--- src/rtl/wasm_mem_arbiter.sv ---
// Round-robin arbiter that funnels per-port WebAssembly load/store/grow requests onto one memory port.
// Optional wait-state watchdog enabled by defining WASM_ARB_TIMEOUT_EN.

package wasm_mem_arbiter_pkg;
    typedef logic [3:0] mem_op_t;

    typedef enum logic [2:0] {
        TRAP_NONE      = 3'd0,
        TRAP_MEM_OOB   = 3'd1,
        TRAP_UNALIGNED = 3'd2,
        TRAP_GROW_FAIL = 3'd3
    } trap_t;
endpackage

module wasm_mem_arbiter
    import wasm_mem_arbiter_pkg::*;
#(
    parameter int NUM_PORTS      = 2,
    parameter int TIMEOUT_CYCLES = 1024
) (
    input  logic                           clk,
    input  logic                           rst_n,

    input  logic    [NUM_PORTS-1:0]        p_rd_en_i,
    input  logic    [NUM_PORTS-1:0][31:0]  p_rd_addr_i,
    input  mem_op_t [NUM_PORTS-1:0]        p_rd_op_i,
    input  logic    [NUM_PORTS-1:0]        p_wr_en_i,
    input  logic    [NUM_PORTS-1:0][31:0]  p_wr_addr_i,
    input  mem_op_t [NUM_PORTS-1:0]        p_wr_op_i,
    input  logic    [NUM_PORTS-1:0][63:0]  p_wr_data_i,
    input  logic    [NUM_PORTS-1:0]        p_grow_en_i,
    input  logic    [NUM_PORTS-1:0][31:0]  p_grow_pages_i,

    output logic    [NUM_PORTS-1:0][63:0]  p_rd_data_o,
    output logic    [NUM_PORTS-1:0]        p_rd_valid_o,
    output logic    [NUM_PORTS-1:0]        p_wr_valid_o,
    output logic    [NUM_PORTS-1:0][31:0]  p_grow_result_o,
    output trap_t   [NUM_PORTS-1:0]        p_trap_o,
    output logic    [NUM_PORTS-1:0]        p_busy_o,
    output logic    [NUM_PORTS-1:0]        p_overflow_o,
    output logic    [NUM_PORTS-1:0]        p_timeout_o,
    output logic    [31:0]                 current_pages_o,

    output logic                           m_rd_en_o,
    output logic    [31:0]                 m_rd_addr_o,
    output mem_op_t                        m_rd_op_o,
    output logic                           m_wr_en_o,
    output logic    [31:0]                 m_wr_addr_o,
    output mem_op_t                        m_wr_op_o,
    output logic    [63:0]                 m_wr_data_o,
    output logic                           m_grow_en_o,
    output logic    [31:0]                 m_grow_pages_o,

    input  logic    [63:0]                 m_rd_data_i,
    input  logic                           m_rd_valid_i,
    input  logic                           m_wr_valid_i,
    input  logic    [31:0]                 m_current_pages_i,
    input  logic    [31:0]                 m_grow_result_i,
    input  trap_t                          m_trap_i
);

    localparam int PTR_W = (NUM_PORTS > 1) ? $clog2(NUM_PORTS) : 1;

    typedef enum logic [1:0] {ST_IDLE, ST_ISSUE, ST_WAIT} state_t;
    typedef enum logic [1:0] {K_RD, K_WR, K_GROW} kind_t;

    // Grow requests reuse lat_addr to hold the page count.
    logic    [NUM_PORTS-1:0] lat_full;
    kind_t                   lat_kind [NUM_PORTS];
    logic    [31:0]          lat_addr [NUM_PORTS];
    mem_op_t                 lat_op   [NUM_PORTS];
    logic    [63:0]          lat_data [NUM_PORTS];

    state_t                  state;
    logic    [PTR_W-1:0]     rr_ptr;
    logic    [PTR_W-1:0]     grant;
    logic    [PTR_W-1:0]     pick;
    logic    [PTR_W-1:0]     next_ptr;
    logic                    found;
    kind_t                   cur_kind;
    logic                    trap_hit;
    logic                    done;
    logic                    expire;
    logic                    finish;
    logic    [NUM_PORTS-1:0] release_vec;
    logic    [NUM_PORTS-1:0] any_en;
    logic    [NUM_PORTS-1:0] multi_en;

`ifdef WASM_ARB_TIMEOUT_EN
    logic    [31:0]          wait_cnt;
`else
    logic    [31:0]          unused_timeout_cfg;
    assign unused_timeout_cfg = 32'(TIMEOUT_CYCLES);
    assign p_timeout_o        = '0;
`endif

    assign current_pages_o = m_current_pages_i;
    assign p_busy_o        = lat_full;

    // Search the latches starting at rr_ptr so the most recently served port goes last.
    always_comb begin
        int idx;
        idx   = 0;
        found = 1'b0;
        pick  = rr_ptr;
        for (int i = 0; i < NUM_PORTS; i++) begin
            idx = int'(rr_ptr) + i;
            if (idx >= NUM_PORTS) idx = idx - NUM_PORTS;
            if (!found && lat_full[idx]) begin
                found = 1'b1;
                pick  = PTR_W'(idx);
            end
        end
    end

    always_comb begin
        cur_kind = lat_kind[grant];
        trap_hit = (m_trap_i != TRAP_NONE);
        done     = (state == ST_WAIT) &&
                   (trap_hit ||
                    (cur_kind == K_RD && m_rd_valid_i) ||
                    (cur_kind == K_WR && m_wr_valid_i) ||
                    (cur_kind == K_GROW));
`ifdef WASM_ARB_TIMEOUT_EN
        expire   = (state == ST_WAIT) && !done && (wait_cnt == 32'(TIMEOUT_CYCLES - 1));
`else
        expire   = 1'b0;
`endif
        finish   = done || expire;
        next_ptr = (grant == PTR_W'(NUM_PORTS - 1)) ? '0 : grant + PTR_W'(1);
    end

    always_comb begin
        release_vec = '0;
        any_en      = '0;
        multi_en    = '0;
        for (int i = 0; i < NUM_PORTS; i++) begin
            release_vec[i] = finish && (int'(grant) == i);
            any_en[i]      = p_rd_en_i[i] | p_wr_en_i[i] | p_grow_en_i[i];
            multi_en[i]    = (p_rd_en_i[i] & p_wr_en_i[i]) |
                             (p_rd_en_i[i] & p_grow_en_i[i]) |
                             (p_wr_en_i[i] & p_grow_en_i[i]);
        end
    end

    // A latch being released this cycle may take a new request without counting as overflow.
    always_ff @(posedge clk or negedge rst_n) begin
        if (!rst_n) begin
            lat_full     <= '0;
            p_overflow_o <= '0;
            for (int i = 0; i < NUM_PORTS; i++) begin
                lat_kind[i] <= K_RD;
                lat_addr[i] <= '0;
                lat_op[i]   <= '0;
                lat_data[i] <= '0;
            end
        end else begin
            for (int i = 0; i < NUM_PORTS; i++) begin
                if (any_en[i] && (!lat_full[i] || release_vec[i])) begin
                    lat_full[i] <= 1'b1;
                    if (p_grow_en_i[i]) begin
                        lat_kind[i] <= K_GROW;
                        lat_addr[i] <= p_grow_pages_i[i];
                        lat_op[i]   <= '0;
                        lat_data[i] <= '0;
                    end else if (p_wr_en_i[i]) begin
                        lat_kind[i] <= K_WR;
                        lat_addr[i] <= p_wr_addr_i[i];
                        lat_op[i]   <= p_wr_op_i[i];
                        lat_data[i] <= p_wr_data_i[i];
                    end else begin
                        lat_kind[i] <= K_RD;
                        lat_addr[i] <= p_rd_addr_i[i];
                        lat_op[i]   <= p_rd_op_i[i];
                        lat_data[i] <= '0;
                    end
                    if (multi_en[i]) p_overflow_o[i] <= 1'b1;
                end else begin
                    if (any_en[i])      p_overflow_o[i] <= 1'b1;
                    if (release_vec[i]) lat_full[i]     <= 1'b0;
                end
            end
        end
    end

    // Arbitration FSM; every downstream and response output is a registered one-cycle pulse.
    always_ff @(posedge clk or negedge rst_n) begin
        if (!rst_n) begin
            state           <= ST_IDLE;
            rr_ptr          <= '0;
            grant           <= '0;
            m_rd_en_o       <= 1'b0;
            m_rd_addr_o     <= '0;
            m_rd_op_o       <= '0;
            m_wr_en_o       <= 1'b0;
            m_wr_addr_o     <= '0;
            m_wr_op_o       <= '0;
            m_wr_data_o     <= '0;
            m_grow_en_o     <= 1'b0;
            m_grow_pages_o  <= '0;
            p_rd_data_o     <= '0;
            p_rd_valid_o    <= '0;
            p_wr_valid_o    <= '0;
            p_grow_result_o <= '0;
            for (int i = 0; i < NUM_PORTS; i++) p_trap_o[i] <= TRAP_NONE;
`ifdef WASM_ARB_TIMEOUT_EN
            wait_cnt        <= '0;
            p_timeout_o     <= '0;
`endif
        end else begin
            m_rd_en_o       <= 1'b0;
            m_rd_addr_o     <= '0;
            m_rd_op_o       <= '0;
            m_wr_en_o       <= 1'b0;
            m_wr_addr_o     <= '0;
            m_wr_op_o       <= '0;
            m_wr_data_o     <= '0;
            m_grow_en_o     <= 1'b0;
            m_grow_pages_o  <= '0;
            p_rd_data_o     <= '0;
            p_rd_valid_o    <= '0;
            p_wr_valid_o    <= '0;
            p_grow_result_o <= '0;
            for (int i = 0; i < NUM_PORTS; i++) p_trap_o[i] <= TRAP_NONE;
`ifdef WASM_ARB_TIMEOUT_EN
            p_timeout_o     <= '0;
`endif
            case (state)
                ST_IDLE: begin
                    if (found) begin
                        grant <= pick;
                        state <= ST_ISSUE;
                        case (lat_kind[pick])
                            K_GROW: begin
                                m_grow_en_o    <= 1'b1;
                                m_grow_pages_o <= lat_addr[pick];
                            end
                            K_WR: begin
                                m_wr_en_o   <= 1'b1;
                                m_wr_addr_o <= lat_addr[pick];
                                m_wr_op_o   <= lat_op[pick];
                                m_wr_data_o <= lat_data[pick];
                            end
                            default: begin
                                m_rd_en_o   <= 1'b1;
                                m_rd_addr_o <= lat_addr[pick];
                                m_rd_op_o   <= lat_op[pick];
                            end
                        endcase
                    end
                end
                ST_ISSUE: begin
                    state <= ST_WAIT;
`ifdef WASM_ARB_TIMEOUT_EN
                    wait_cnt <= '0;
`endif
                end
                ST_WAIT: begin
                    if (finish) begin
                        state  <= ST_IDLE;
                        rr_ptr <= next_ptr;
                        if (done) begin
                            if (trap_hit) begin
                                p_trap_o[grant] <= m_trap_i;
                            end else begin
                                case (cur_kind)
                                    K_RD: begin
                                        p_rd_valid_o[grant] <= 1'b1;
                                        p_rd_data_o[grant]  <= m_rd_data_i;
                                    end
                                    K_WR:    p_wr_valid_o[grant]    <= 1'b1;
                                    default: p_grow_result_o[grant] <= m_grow_result_i;
                                endcase
                            end
                        end
`ifdef WASM_ARB_TIMEOUT_EN
                        else begin
                            p_timeout_o[grant] <= 1'b1;
                        end
`endif
                    end
`ifdef WASM_ARB_TIMEOUT_EN
                    else begin
                        wait_cnt <= wait_cnt + 32'd1;
                    end
`endif
                end
                default: state <= ST_IDLE;
            endcase
        end
    end

endmodule

--- config.mk ---
export PLATFORM = sky130hd
export DESIGN_NAME = wasm_mem_arbiter
export DESIGN_NICKNAME = d
export VERILOG_FILES = /design/src/rtl/wasm_mem_arbiter.sv
export SDC_FILE = /design/constraint.sdc
export NUM_CORES = 1
export LEC_CHECK = 0
export CAP_MARGIN = 5
export CORE_AREA = 2 2 341 343
export CTS_CLUSTER_DIAMETER = 40
export DETAILED_ROUTE_END_ITERATION = 8
export DIE_AREA = 0 0 343 345
export MAX_ROUTING_LAYER = met4
export PLACE_DENSITY = 0.45
export SYNTH_ARGS = -nofsm -noshare
export SYNTH_HDL_FRONTEND = slang
export SYNTH_SLANG_ARGS = --single-unit
export TNS_END_PERCENT = 50
--- constraint.sdc ---
create_clock -name clk -period 7.7 [get_ports clk]
set_input_delay 1.54 -clock clk [delete_from_list [all_inputs] [get_ports clk]]
set_output_delay 1.54 -clock clk [all_outputs]
set_load 0.02 [all_outputs]
==> metrics.md, run 1 <==
| Metric | Value |
|---|---|
| Arr. time, crit path | `5180 ps` |
| Worst-Skew Late Latency | `a little under 700 ps` |
| Fmax | `around 220 MHz` |
| Switching power total | `between 3 and 4 mW` |
| Initial antenna violation count | `21` |
| Worst Path Class, Setup | `in2reg` |
| Worst slew margin | `a little under a fifth` |
| Vias in the first global route | `about 19,000` |
| Post-synth EDFFs | `0` |
| Fin crit share | `59.4%` |
| Rows | `between 100 and 150` |
| CTS sink cnt | `between 500 and 600` |
| Half-perimeter wire length after placement | `66,100 um` |
| Sequential share of power | `around a third` |
| Via count | `17,176` |
| CP max-delay cell | `buf_4` |
| Inst Count DP | `roughly 4,000` |
| Most used DFF post-synth | `dfrtp_1` |
| Most used cell, CP | `buf_4` |
| Outcome | `completed` |
| Per-cell routed wire length | `about 22 um` |
| First-pass GRT wire length | `~130,000 um` |
| Num ports | `888` |
| Final number of max-transition violations | `0` |
| WHS | `about 470 ps` |
| Leak Pwr | `roughly 16 nW` |
| Die X-Extent | `around 340 um` |
| Synth warn | `0` |
| Core area | `about 0.12 mm2` |
| Mapped Avg Cell Area | `about 12 um2` |
| Routed Antenna Nets | `0` |
| Area growth from synthesis to layout | `61.6%` |
| Crit path capture type | `register` |
| Layout Skew | `just under 80 ps` |
| # DRC | `0` |
| Count of final hold-check violations | `0` |
| Setup TNS | `0 ps` |
| GRT Residual Overflow | `0` |
| Clk buf depth | `3` |
| Final cell count without fillers | `roughly 4,200` |
| Num CTS Buffers | `between 100 and 150` |
| CTS Hold Bufs | `0` |
| Setup bufs post-CTS | `0` |
| Die ar. | `0.118 mm2` |
| Layout cells sized above 1 | `about 11%` |
| RD Place Congestion | `0.847` |
| Ys async rst share | `100%` |
| Port Buf Inserts | `821` |
| CTS clk-pin slew, worst paths | `roughly 50 ps` |
| Clock Power Share | `42.1%` |
| Worst hold path class | `reg2reg` |
| Gr usage total | `roughly 16%` |
| Seq/Total Area, Yosys | `66.4%` |
| PD cells | `332 mW/mm2` |
| Routed WL | `91,700 um` |
| Yosys cell types | `between 40 and 50` |
| Int Pwr | `7.98 mW` |
| CP Buf/Inv Count | `3` |
| Worst slew pin tran | `around 1200 ps` |
| Switching share of power | `32.6%` |
| Fin nets | `around 3,000` |
| Die height | `345 um` |
| TritonCTS clock tree | `done` |
| H-tree depth | `3` |
| Fin crit period | `approximately 4600 ps` |
| Root Buffer | `clkbuf_16` |
| CP max stage delay | `about 810 ps` |
| CP cell instances | `clkdlybuf4s50_1 -> or3_4 -> o31a_2 -> buf_4 -> o21ai_4 -> buf_4 -> a22o_1` |
| Worst-case vdd ir drop | `0.000183 V` |
| Cell Area, Synth | `0.0221 mm2` |
| Comb power frac | `23.5%` |
| Cells after Synth | `between 1,500 and 2,000` |
| Max-cap violations | `0` |
| Detailed Routing Iterations Pass 1 | `5` |
| Critical path startpoint category | `input port` |
| Crit-path max FO | `67` |
| Initial Utilization | `19.2%` |
| Vias/cell | `between 4 and 5` |
| Yosys reg bits | `585` |
| Delay-heaviest family, CP | `buffers and inverters` |
| Initial drt markers | `~930` |
| Final setup fails | `0` |
| Largest net degree at the start of global routing | `roughly 150` |
| Worst path required time | `just over 8000 ps` |
| Setup repair after global routing missed its margin | `no` |
| Post-CTS sizing | `0` |
-- layout make-up --
| class | instances | area (um2) |
|---|---|---|
| diodes | 19 | 47.5 |
| flip-flops and latches | 585 | 14600 |
| multi-input cells | 1014 | 6620 |
| inverters | 8 | 30.0 |
| repair buffers | 850 | 8460 |
| well taps | 1524 | 1910 |
| clock buffers | 126 | 2890 |
| fillers | 11657 | 79500 |
| clock inverters | 78 | 1030 |
-- per-stage QoR --
step / power (mW) / setup WS, ps / area [um2] / utilization [%]
after detailed placement: 6.96 / 2410 / 31600 / 27.5
after global placement: 6.91 / 2470 / 31600 / 27.5
after CTS: 12.1 / 3140 / 35600 / 30.9
after global routing: 12.4 / 2990 / 35600 / 30.9
after floorplan: 5.54 / 4490 / 22100 / -
final: 11.8 / 3130 / 35600 / 31.0
-- power by group through the flow --
stage          logic (mW)  registers (mW)  clock network (mW)
2_1_floorplan        1.36            4.18                   0
3_3_place_gp         2.80            4.11                   0
3_5_place_dp         2.85            4.11                   0
4_1_cts              2.86            4.07                5.12
5_1_grt              3.03            4.15                5.27
6_report             2.78            4.06                4.99
-- placed cells by master (no fill, tap or decap), drive strengths merged, types with 2 or more instances in the layout --
master,count
nor2b,3
nand2b,6
clkinvlp,12
a21o,4
nor2,121
dfrtp,585
diode,19
bufinv,11
o32ai,2
o31ai,2
nor3,3
and3,130
a22o,130
inv,34
clkdlybuf4s50,816
mux2,73
conb,2
o21ai,70
clkinv,29
o31a,2
and2,71
a21oi,67
nand2,205
clkbuf,126
mux2i,110
buf,34
or3,2
ha,2
-- Yosys cell counts, drive strengths merged, types with 4 or more instances --
cell type	instances	area (um2)
dfrtp	585	14600
a21o	4	30.0
and2	71	444
buf	83	532
o21ai	70	358
mux2	73	822
a22o	130	1140
clkbuf	82	308
nor2	121	454
nand2	205	769
mux2i	110	1100
inv	8	30.0
nand2b	6	37.5
a21oi	67	335
and3	130	813
-- cell families after synthesis --
family	count (synthesis)	synth area share (%)
DFF	585	66.4
and+or+nand+nor	543	11.7
AOI/OAI and AO/OA	284	9.10
muxes	183	8.72
buffers and inverters	173	3.94
adders and majority gates	2	0.113
other	1	0.0170
-- flip-flops by register name, indices dropped and copies added (netlist names), 2 cells and up --
| signal | cells |
|---|---|
| p_busy_o | 2 |
| lat_data | 128 |
| p_rd_data_o | 128 |
| lat_addr | 64 |
| p_grow_result_o | 64 |
| p_wr_valid_o | 2 |
| p_overflow_o | 2 |
| m_rd_addr_o | 32 |
| m_wr_data_o | 64 |
| lat_kind | 4 |
| m_grow_pages_o | 32 |
| m_rd_op_o | 4 |
| m_wr_addr_o | 32 |
| p_rd_valid_o | 2 |
| m_wr_op_o | 4 |
| state | 2 |
| lat_op | 8 |
| p_trap_o | 6 |
-- final timing paths --
path	from	endpoint	slack, ps	cells past startpoint
setup / recovery	m_trap_i[0]	lat_data[89]	3130	7
hold / removal	p_overflow_o[0]	p_overflow_o[0]	470	1
setup reg to reg	p_busy_o[1]	m_wr_data_o[48]	3420	10
hold reg to reg	p_overflow_o[0]	p_overflow_o[0]	470	1
max in group asynchronous	rst_n	p_rd_data_o[88]	5000	3
min in group asynchronous	rst_n	p_grow_result_o[11]	960	1
-- routing by layer --
metal	global-route usage, %	vias up	part of all wire (%)
li1	-	7655	-
met1	17.5	8665	39
met2	26.1	676	51
met3	4.66	180	7.8
met4	5.92	0	3.0
met5	-	-	0
Note: power is estimated with default switching activity, not from simulation.
==> run 2, diff against run 1 <==
--- a/config.mk
+++ b/config.mk
@@ -6,12 +6,12 @@
 export NUM_CORES = 1
 export LEC_CHECK = 0
 export CAP_MARGIN = 5
-export CORE_AREA = 2 2 341 343
+export CORE_AREA = 2 2 346 348
 export CTS_CLUSTER_DIAMETER = 40
 export DETAILED_ROUTE_END_ITERATION = 8
-export DIE_AREA = 0 0 343 345
+export DIE_AREA = 0 0 348 350
 export MAX_ROUTING_LAYER = met4
-export PLACE_DENSITY = 0.45
+export PLACE_DENSITY = 0.44
 export SYNTH_ARGS = -nofsm -noshare
 export SYNTH_HDL_FRONTEND = slang
 export SYNTH_SLANG_ARGS = --single-unit
==> constraint.sdc (replaced) <==
create_clock -name clk -period 4.7 [get_ports clk]
set_input_delay 0.94 -clock clk [delete_from_list [all_inputs] [get_ports clk]]
set_output_delay 0.94 -clock clk [all_outputs]
set_load 0.02 [all_outputs]
==> run 2 against run 1 <==
Effect of this change: critical path type unchanged; worst hold slack got worse by 96 ps; setup slack got worse by 1600 ps; flip-flop and latch count is the same; die area up 2.9%; critical endpoint is now lat_addr[33].
==> metrics.md, run 2 (synthesis results as in run 1) <==
| Metric | Value |
|---|---|
| Count of final hold-check violations | `0` |
| GRT Residual Overflow | `0` |
| Per-cell routed wire length | `22.1 um` |
| Layout filler cell count | `12,018` |
| Clock Power Share | `between 40% and 50%` |
| Num ports | `888` |
| Final number of max-transition violations | `0` |
| Worst path required time | `between 5000 and 6000 ps` |
| Arr. time, crit path | `around 3700 ps` |
| Fmax | `approximately 320 MHz` |
| CTS Hold Bufs | `0` |
| Initial antenna violation count | `19` |
| CP Buf/Inv Count | `2` |
| Area growth from synthesis to layout | `61.3%` |
| Layout Skew | `approximately 27 ps` |
| CTS clk-pin slew, worst paths | `approximately 50 ps` |
| Fin crit period | `3130 ps` |
| Routed WL | `93,400 um` |
| Die X-Extent | `348 um` |
| PD cells | `531 mW/mm2` |
| CP max-delay cell | `o21ai_4` |
| Setup TNS | `0 ps` |
| Inst Count DP | `4,010` |
| Half-perimeter wire length after placement | `about 70,000 um` |
| Clk buf depth | `3` |
| Worst slew pin tran | `slightly below 1000 ps` |
| CP cell instances | `clkdlybuf4s50_1 -> or3_4 -> o31a_2 -> o21ai_4 -> buf_4 -> mux2_2` |
| Largest regs | `lat_data: 128 flops, p_rd_data_o: 128 flops` |
| Fin crit share | `66.7%` |
| Port Buf Inserts | `821` |
| Max-cap violations | `0` |
| Delay-heaviest family, CP | `compound AO/OA/AOI/OAI gates` |
| CP max stage delay | `600 ps` |
| Dpl ws | `908 ps` |
| Fin nets | `between 3,000 and 4,000` |
| CTS sink cnt | `between 500 and 600` |
| Crit path capture type | `register` |
| Met3 wire len | `roughly 6400 um` |
| Post-route setup slack | `1570 ps` |
| Metal1 wirelength | `37,200 um` |
| Leak Pwr | `around 16 nW` |
| Worst Path Class, Setup | `in2reg` |
| Routed length on met2 | `46,700 um` |
| Final setup fails | `0` |
| Comb power frac | `24.5%` |
| TritonCTS clock tree | `done` |
| First-pass GRT wire length | `around 130,000 um` |
| Crit-path max FO | `16` |
| Detailed Routing Iterations Pass 1 | `5` |
| Critical path startpoint category | `input port` |
| Root Buffer | `clkbuf_16` |
| Largest net degree at the start of global routing | `around 130` |
| Final cell count without fillers | `roughly 4,200` |
| Core area | `0.118 mm2` |
| Num CTS Buffers | `between 100 and 150` |
| Gr usage total | `roughly 15%` |
| Via count | `17,013` |
| Switching power total | `just over 6 mW` |
| Initial Utilization | `18.7%` |
| Sequential share of power | `roughly a third` |
| Setup repair after global routing missed its margin | `no` |
| Rows | `about 130` |
| Layout cells sized above 1 | `11.4%` |
| Die height | `350 um` |
| Routed Antenna Nets | `0` |
| Commonest non-fill, non-tap cell in the layout | `clkdlybuf4s50_1` |
| # DRC | `0` |
| Initial drt markers | `801` |
| Worst-Skew Late Latency | `~670 ps` |
| Worst hold path class | `in2async` |
| Commonest cells after routing, fill and taps aside | `clkdlybuf4s50_1 (816), dfrtp_1 (585), nand2_1 (202), and3_1 (130), a22o_1 (130)` |
| Vias in the first global route | `~18,000` |
| Post-CTS sizing | `0` |
| Switching share of power | `between 30 and 40%` |
| Vias/cell | `between 4 and 5` |
| Die ar. | `approximately 0.12 mm2` |
| Setup bufs post-CTS | `0` |
| RD Place Congestion | `~0.83` |
| Outcome | `completed` |
| Int Pwr | `approximately 13 mW` |
| Total Power | `approximately 19 mW` |
| Worst slew margin | `34.7%` |
| DR top layer | `met4` |
| H-tree depth | `3` |
| Worst-case vdd ir drop | `approximately 0.00032 V` |
-- run 2: through the flow --
| stage | instance area, um2 | hold slack [ps] | util, % |
|---|---|---|---|
| after floorplan | 22100 | 464 | - |
| after global placement | 31900 | 452 | 27.1 |
| after detailed placement | 31900 | 457 | 27.1 |
| after CTS | 35500 | 363 | 30.2 |
| after global routing | 35600 | 395 | 30.2 |
| final | 35600 | 374 | 30.2 |
-- run 2: metal layers --
metal,vias up,track usage (%)
li1,7692,-
met1,8518,17.4
met2,627,25.5
met3,176,4.57
met4,0,6.17
met5,-,-
-- run 2: path summary, 6_finish.rpt --
kind / startpoint / end / cells past startpoint / slack, ps
worst max-delay path: m_trap_i[0] / lat_addr[33] / 6 / 1570
worst min-delay path: rst_n / p_grow_result_o[11] / 1 / 370
worst max register to register: grant / lat_addr[33] / 6 / 1850
worst min register to register: p_overflow_o[0] / p_overflow_o[0] / 1 / 460
max in group asynchronous: rst_n / p_grow_result_o[56] / 3 / 3080
min in group clk: p_overflow_o[0] / p_overflow_o[0] / 1 / 460
-- run 2: final cells by class --
| type | count | area (um2) | area share (%) |
|---|---|---|---|
| inverters | 8 | 30.0 | 0.0844 |
| flip-flops and latches | 585 | 14600 | 41.2 |
| well taps | 1536 | 1920 | 5.40 |
| diodes | 18 | 45.0 | 0.127 |
| repair buffers | 867 | 8700 | 24.5 |
| clock buffers | 117 | 2760 | 7.77 |
| clock inverters | 76 | 843 | 2.37 |
| multi-input cells | 1014 | 6620 | 18.6 |
-- run 2: power groups by stage --
stage          Sequential (mW)  Clock, mW  Combinational [mW]
6_report                  6.63       7.62                4.63
5_1_grt                   6.75       8.11                5.02
4_1_cts                   6.63       7.84                4.77
3_5_place_dp              6.69          0                4.76
3_3_place_gp              6.69          0                4.67
2_1_floorplan             6.85          0                2.23
